[src/rtl/alu_sequencer.sv]
// Round-robin front end for the shared 16-bit ALU. It sequences the operand loads,
// the execute step and the result capture for whichever of the two clients holds the grant.
//
// state     | meaning
// ----------+---------------------------------------------------------
// S_IDLE    | waiting for a request; arbitration and operand latch
// S_LOAD_A  | ack to owner; A onto alu_data with enable_param_1
// S_LOAD_B  | B onto alu_data with enable_param_2 (skipped for NOT)
// S_EXEC    | opcode driven, enable_out high; ALU computes at cycle end
// S_CAPTURE | opcode still driven; alu_result sampled into result
// S_DONE    | one-cycle done (and err) pulse to the owner
module alu_sequencer #(
  parameter int          WIDTH      = 16,
  parameter logic [2:0]  ILLEGAL_OP = 3'b111
) (
  input  logic             clock,
  input  logic             reset,
  input  logic             req0,
  input  logic [2:0]       op0,
  input  logic [WIDTH-1:0] a0,
  input  logic [WIDTH-1:0] b0,
  input  logic             req1,
  input  logic [2:0]       op1,
  input  logic [WIDTH-1:0] a1,
  input  logic [WIDTH-1:0] b1,
  output logic             ack0,
  output logic             ack1,
  output logic             done0,
  output logic             done1,
  output logic             err,
  output logic [WIDTH-1:0] result,
  output logic             busy,
  output logic [WIDTH-1:0] alu_data,
  output logic             alu_en_p1,
  output logic             alu_en_p2,
  output logic             alu_en_out,
  output logic [2:0]       alu_opcode,
  input  logic [WIDTH-1:0] alu_result
);

  localparam logic [2:0] OP_NOT = 3'b010;

  typedef enum logic [2:0] {
    S_IDLE, S_LOAD_A, S_LOAD_B, S_EXEC, S_CAPTURE, S_DONE
  } state_t;

  state_t           r_state;
  state_t           w_next;
  logic             r_owner;
  logic             r_last_grant;
  logic [2:0]       r_op;
  logic [WIDTH-1:0] r_a;
  logic [WIDTH-1:0] r_b;
  logic [WIDTH-1:0] r_result;

  logic w_any_req;
  logic w_grant;
  logic w_illegal;

  assign w_any_req = req0 | req1;
  // On a tie the client that did not win last time goes next.
  assign w_grant   = (req0 & req1) ? ~r_last_grant : req1;
  assign w_illegal = (r_op == ILLEGAL_OP);

  always_ff @(posedge clock or posedge reset) begin
    if (reset) begin
      r_state      <= S_IDLE;
      r_owner      <= 1'b0;
      r_last_grant <= 1'b1;
      r_op         <= '0;
      r_a          <= '0;
      r_b          <= '0;
      r_result     <= '0;
    end else begin
      r_state <= w_next;
      if (r_state == S_IDLE && w_any_req) begin
        r_owner      <= w_grant;
        r_last_grant <= w_grant;
        r_op         <= w_grant ? op1 : op0;
        r_a          <= w_grant ? a1  : a0;
        r_b          <= w_grant ? b1  : b0;
      end
      if (r_state == S_CAPTURE) begin
        r_result <= alu_result;
      end
    end
  end

  always_comb begin
    w_next     = r_state;
    ack0       = 1'b0;
    ack1       = 1'b0;
    done0      = 1'b0;
    done1      = 1'b0;
    err        = 1'b0;
    alu_data   = '0;
    alu_en_p1  = 1'b0;
    alu_en_p2  = 1'b0;
    alu_en_out = 1'b0;
    alu_opcode = '0;
    unique case (r_state)
      S_IDLE: begin
        if (w_any_req) w_next = S_LOAD_A;
      end
      S_LOAD_A: begin
        ack0 = ~r_owner;
        ack1 = r_owner;
        // An illegal opcode is bounced without ever touching the ALU.
        if (w_illegal) begin
          w_next = S_DONE;
        end else begin
          alu_data  = r_a;
          alu_en_p1 = 1'b1;
          w_next    = (r_op == OP_NOT) ? S_EXEC : S_LOAD_B;
        end
      end
      S_LOAD_B: begin
        alu_data  = r_b;
        alu_en_p2 = 1'b1;
        w_next    = S_EXEC;
      end
      S_EXEC: begin
        alu_opcode = r_op;
        alu_en_out = 1'b1;
        w_next     = S_CAPTURE;
      end
      S_CAPTURE: begin
        alu_opcode = r_op;
        w_next     = S_DONE;
      end
      S_DONE: begin
        done0  = ~r_owner;
        done1  = r_owner;
        err    = w_illegal;
        w_next = S_IDLE;
      end
      default: w_next = S_IDLE;
    endcase
  end

  assign busy   = (r_state != S_IDLE);
  assign result = r_result;

endmodule

[config.mk]
export PLATFORM = sky130hd
export DESIGN_NAME = alu_sequencer
export DESIGN_NICKNAME = d
export VERILOG_FILES = /design/src/rtl/alu_sequencer.sv
export SDC_FILE = /design/constraint.sdc
export NUM_CORES = 1
export LEC_CHECK = 0
export ABC_AREA = 1
export CORE_UTILIZATION = 45
export CTS_CLUSTER_SIZE = 16
export DETAILED_ROUTE_END_ITERATION = 12
export MAX_ROUTING_LAYER = met4
export PLACE_DENSITY = 0.86
export SYNTH_ARGS = -nofsm -noshare
export SYNTH_HDL_FRONTEND = slang
export SYNTH_SLANG_ARGS = --single-unit
[constraint.sdc]
create_clock -name clock -period 3.5 [get_ports clock]
set_input_delay 0.525 -clock clock [delete_from_list [all_inputs] [get_ports clock]]
set_output_delay 0.525 -clock clock [all_outputs]
set_load 0.05 [all_outputs]
=== After elaboration in Yosys (flattened, before gate mapping) ===
Cells that the tools add are included.

* Flip-flop bits (word level): 56
* Bits of input ports: 90
* Output and inout bits: 44
* Word-level logic and storage cells: 43

* Eq/ne operators: 8
* Multiplexer cells: 20
* Bitwise logic cells: 4
* Reductions and logical operators: 4

{| class="wikitable"
|+ Operators by type and width
! cell !! number
|-
| two-way mux 16 bit || 3
|-
| case mux 16 bit (2 select lines) || 1
|-
| case mux 3 bit (5 select lines) || 1
|-
| two-way mux 3 bit || 4
|-
| two-way mux 1 bit || 11
|-
| equality test 3 x 2 -> 1 bit (second input constant) || 3
|-
| equality test 3 bit (second input constant) || 3
|-
| equality test 3 x 1 -> 1 bit (second input constant) || 1
|-
| logical NOT 3 bit || 1
|-
| nonzero test 3 bit || 1
|-
| inequality test 2 bit (second input constant) || 1
|-
| NOT 1 bit || 2
|-
| OR reduction 2 bit || 1
|-
| AND 1 bit || 1
|-
| logical AND 1 bit || 1
|-
| bitwise OR 1 bit || 1
|}

=== Depth between registers and ports, before layout ===
* Depth in word-level cells: 4
* Gate-level depth with buffers: 7
* Mapped depth without buffers: 7

=== Least setup slack after synthesis ===
OpenSTA, ideal clock, no wires.

* Kind: register -> output
* Start: register r_state[0]
* End: output alu_opcode[0]
* Arrival time: 2.031 ns
* Required time: 2.975 ns
* Setup slack: 0.944 ns
* Stages on the path, launching flop included: 5
* Path buffers: 0
* Cells stage by stage: dfrtp_1 -> nand2_1 -> nor2_1 -> nor2_2 -> nor2_1

* Longest elaborated chain between the ends: 3
* Elaborated cells between the ends (all ways): 4
* Classes of those cells: 2 x eq/ne; 1 x mux; 1 x reduce/logical

{| class="wikitable"
|+ RTL lines
! what !! RTL line !! source
|-
| from (decl) || 47 || <nowiki>state_t r_state;</nowiki>
|-
| from (signal assigned) || 75 || <nowiki>r_state <= w_next;</nowiki>
|-
| equality test 3 bit or equality test 3 x 2 -> 1 bit (tied branches) || 101 || <nowiki>unique case (r_state)</nowiki>
|-
| OR reduction 2 bit (no line) * || -- ||
|-
| two-way mux 3 bit * || 101 ||
|-
| to (decl) || 37 || <nowiki>output logic [2:0] alu_opcode,</nowiki>
|}

Every way passes the cells marked *; elsewhere a longest branch is shown, timed or not.

=== Worst setup path after layout ===
* Start: register r_state[0]
* End: output alu_opcode[2]

Same word-level chain as after synthesis.

==> key figures <==
Outcome
  – Status: finished clean

Global route
  – Initial antenna violation count: 0
  – First-pass GRT wire length: 13800 µm
  – GR Overflow Total: 0
  – Gr usage total: roughly 25%
  – Vias in the first global route: roughly 3.0k
  – Largest net degree at the start of global routing: 38

Clocking
  – Worst-Skew Late Latency: about 0.3 ns
  – Clock Tree Buf Depth: 2
  – Total CTS buffers: 5
  – H-tree levels: 2
  – Hold buffers post-CTS: 0
  – CTS tree: done
  – Gates resized, CTS repair: 0
  – Clock-pin slew on the worst setup and hold paths: about 0.10 ns
  – Sink Count: 56
  – Post-CTS setup buffers: 0
  – Clock root buffer: clkbuf_8

Worst setup path
  – Slowest cell on crit path: clkdlybuf4s50_1
  – CP Capture Type: output pin
  – Crit path kind: reg2out
  – Arrival @ worst endpoint: around 2.5 ns
  – Critical Path RT: about 3.0 ns
  – Startpoint Class: flop
  – Worst-path maximum fanout: 18
  – Buffers & Inverters on Critical Path: 2
  – CP delay by family, top: buffers and inverters
  – CP Cell Sequence: nor2_4 > nand2_2 > inv_2 > nor2_2 > nor2_1 > clkdlybuf4s50_1
  – Critical path's largest stage delay: 0.81 ns

STA
  – # setup viols final: 0
  – Final TNS setup: 0 ns
  – Final Max Tran Viols: 0
  – Fmax: 0.330 GHz
  – Period Utilization, post-route: ~86%
  – Max-slew headroom: 45.5%
  – Unrepaired setup endpoints after global routing: no
  – Worst slew pin tran: just over 0.8 ns
  – Skew final: 0.00502 ns
  – Min cycle time layout: between 3 and 4 ns
  – Final hold violation count: 0

Yosys
  – Synthesis Warnings: 0
  – Sequential share of the synthesized area: 47.2%
  – Syn Inst Count: ~430
  – Synthesized flop and latch total: between 50 and 60
  – Synth Cell Area: around 3000 µm²
  – Count of cell types in the netlist: 18
  – Syn avg cell area: just under 7 µm²
  – Mapped Nets: approximately 520

Power and ir drop
  – Max VDD drop: ~680 µV
  – Lkg Pwr: about 2.3 nW
  – Pwr Density: about 900 nW/µm²

Final layout
  – Final core utilization: a little under 70%
  – Share of cells above drive strength 1: under 10%
  – Fillers: ~540
  – Ant diodes: 0
  – Area Growth Syn to Fin: 48.6%
  – Layout Nets: around 650

Route
  – Drt wl/cell: 12.8 µm
  – Via density: just under 5
  – # DRC: 0
  – DR pass1 iterations: 6
  – Initial drt markers: roughly 180
  – Vias: 3083
  – Antenna-violating nets left: 0
  – Final WL: a little over 8000 µm

Floorplanning
  – Io pins: between 100 and 150
  – Core Area: between 6000 and 7000 µm²
  – Die area: between 6000 and 7000 µm²
  – Die Ht: roughly 83 µm
  – Initial Util: approximately 47%
  – Row Count: 29
  – Die Span X: 83.2 µm

Placed design
  – Placed wire-length estimate: approximately 6000 µm
  – GP Congestion: about 0.9
  – PortBufs: about 130

Min path
  – Worst min-delay path class: reg2reg

Flow run
  – Max-Cap Viols: 0
tightest hold or removal path, cell delays in order, from the launching register on:
cell	delay (ns)
dfrtp_1	0.36
nand2_1	0.05
nand2_1	0.04
kinds of logic after synthesis:
group / after synthesis / share of synthesized area, %
simple gates: 345 / 46.9
flops: 56 / 47.2
buf+inv: 30 / 5.39
compound gates: 3 / 0.505
layout by cell type, fill, tap and decap left out:
cell	synthesis	final
buf_4	8	3
nand3_2	1	1
nor2_1	13	13
inv_2	2	3
clkdlybuf4s50_1	0	133
dfrtp_1	55	55
nand2_1	284	284
nand4_1	1	1
nand2_2	4	4
inv_1	8	7
dfstp_2	1	1
nor2_4	3	3
o21ai_0	3	3
nand3_1	37	37
nand3b_2	1	1
clkinv_4	0	2
nor2_2	1	1
bufinv_16	0	1
clkbuf_8	0	5
sequential cells by signal, summed over array words and instances, names as in the netlist:
| name | count |
|---|---|
| r_state | 3 |
| r_op | 3 |
| result | 16 |
| r_last_grant | 1 |
| r_b | 16 |
| r_a | 16 |
| r_owner | 1 |
synthesized netlist by cell type:
library cell	count	area [µm²]
nand2_2	4	25.0
buf_2	8	40.0
inv_1	8	30.0
o21ai_0	3	15.0
dfstp_2	1	26.3
buf_4	8	60.1
buf_6	1	11.3
nor2_2	1	6.26
dfrtp_1	55	1380
nand4_1	1	6.26
clkbuf_1	3	11.3
nand3b_2	1	11.3
nand2_1	284	1070
nand3_1	37	185
inv_2	2	7.51
nand3_2	1	10.0
nor2_1	13	48.8
nor2_4	3	33.8
area by class of cell:
class | instances | area [µm²] | share of cell area, %
timing repair buffer | 136 | 1350 | 30.7
inverter | 10 | 37.5 | 0.850
clock inverter | 3 | 47.5 | 1.08
tap | 77 | 96.3 | 2.18
multi-input combinational | 348 | 1410 | 31.9
clock buffer | 5 | 68.8 | 1.56
sequential | 56 | 1400 | 31.8
path summary, 6_finish.rpt:
check | to | slack, ns | from | cells past startpoint
max in group asynchronous | r_last_grant | 2.03 | reset | 3
min in group asynchronous | result[2] | 0.64 | reset | 2
worst max register to register | r_a[2] | 1.75 | r_state[0] | 4
worst max-delay path | alu_opcode[2] | 0.47 | r_state[0] | 6
worst min-delay path | r_a[0] | 0.48 | r_a[0] | 2
worst min register to register | r_a[0] | 0.48 | r_a[0] | 2
power by group:
part           internal [W]  switching [W]
Combinational      0.000740        0.00157
Clock              0.000216       0.000209
Sequential         0.000962       0.000198
metal layers:
metal | vias up | track usage, % | wire, µm
met3 | 4 | 4.57 | 575
met1 | 1382 | 31.0 | 3480
met4 | 0 | 4.86 | 41
met2 | 128 | 42.8 | 4010
li1 | 1569 | - | -
met5 | - | - | 0
metrics by stage:
stage	hold WS [ns]	setup slack, ns	power [W]	cells	instance area [µm²]
final	0.479	0.474	0.00390	635	4410
after CTS	0.483	0.463	0.00392	635	4410
after detailed placement	0.459	0.805	0.00349	627	4300
after global routing	0.506	0.298	0.00416	635	4410
after global placement	0.454	0.876	0.00342	627	4300
after floorplan	0.442	0.944	0.00276	434	2970
(Power assumes the default switching activity.)
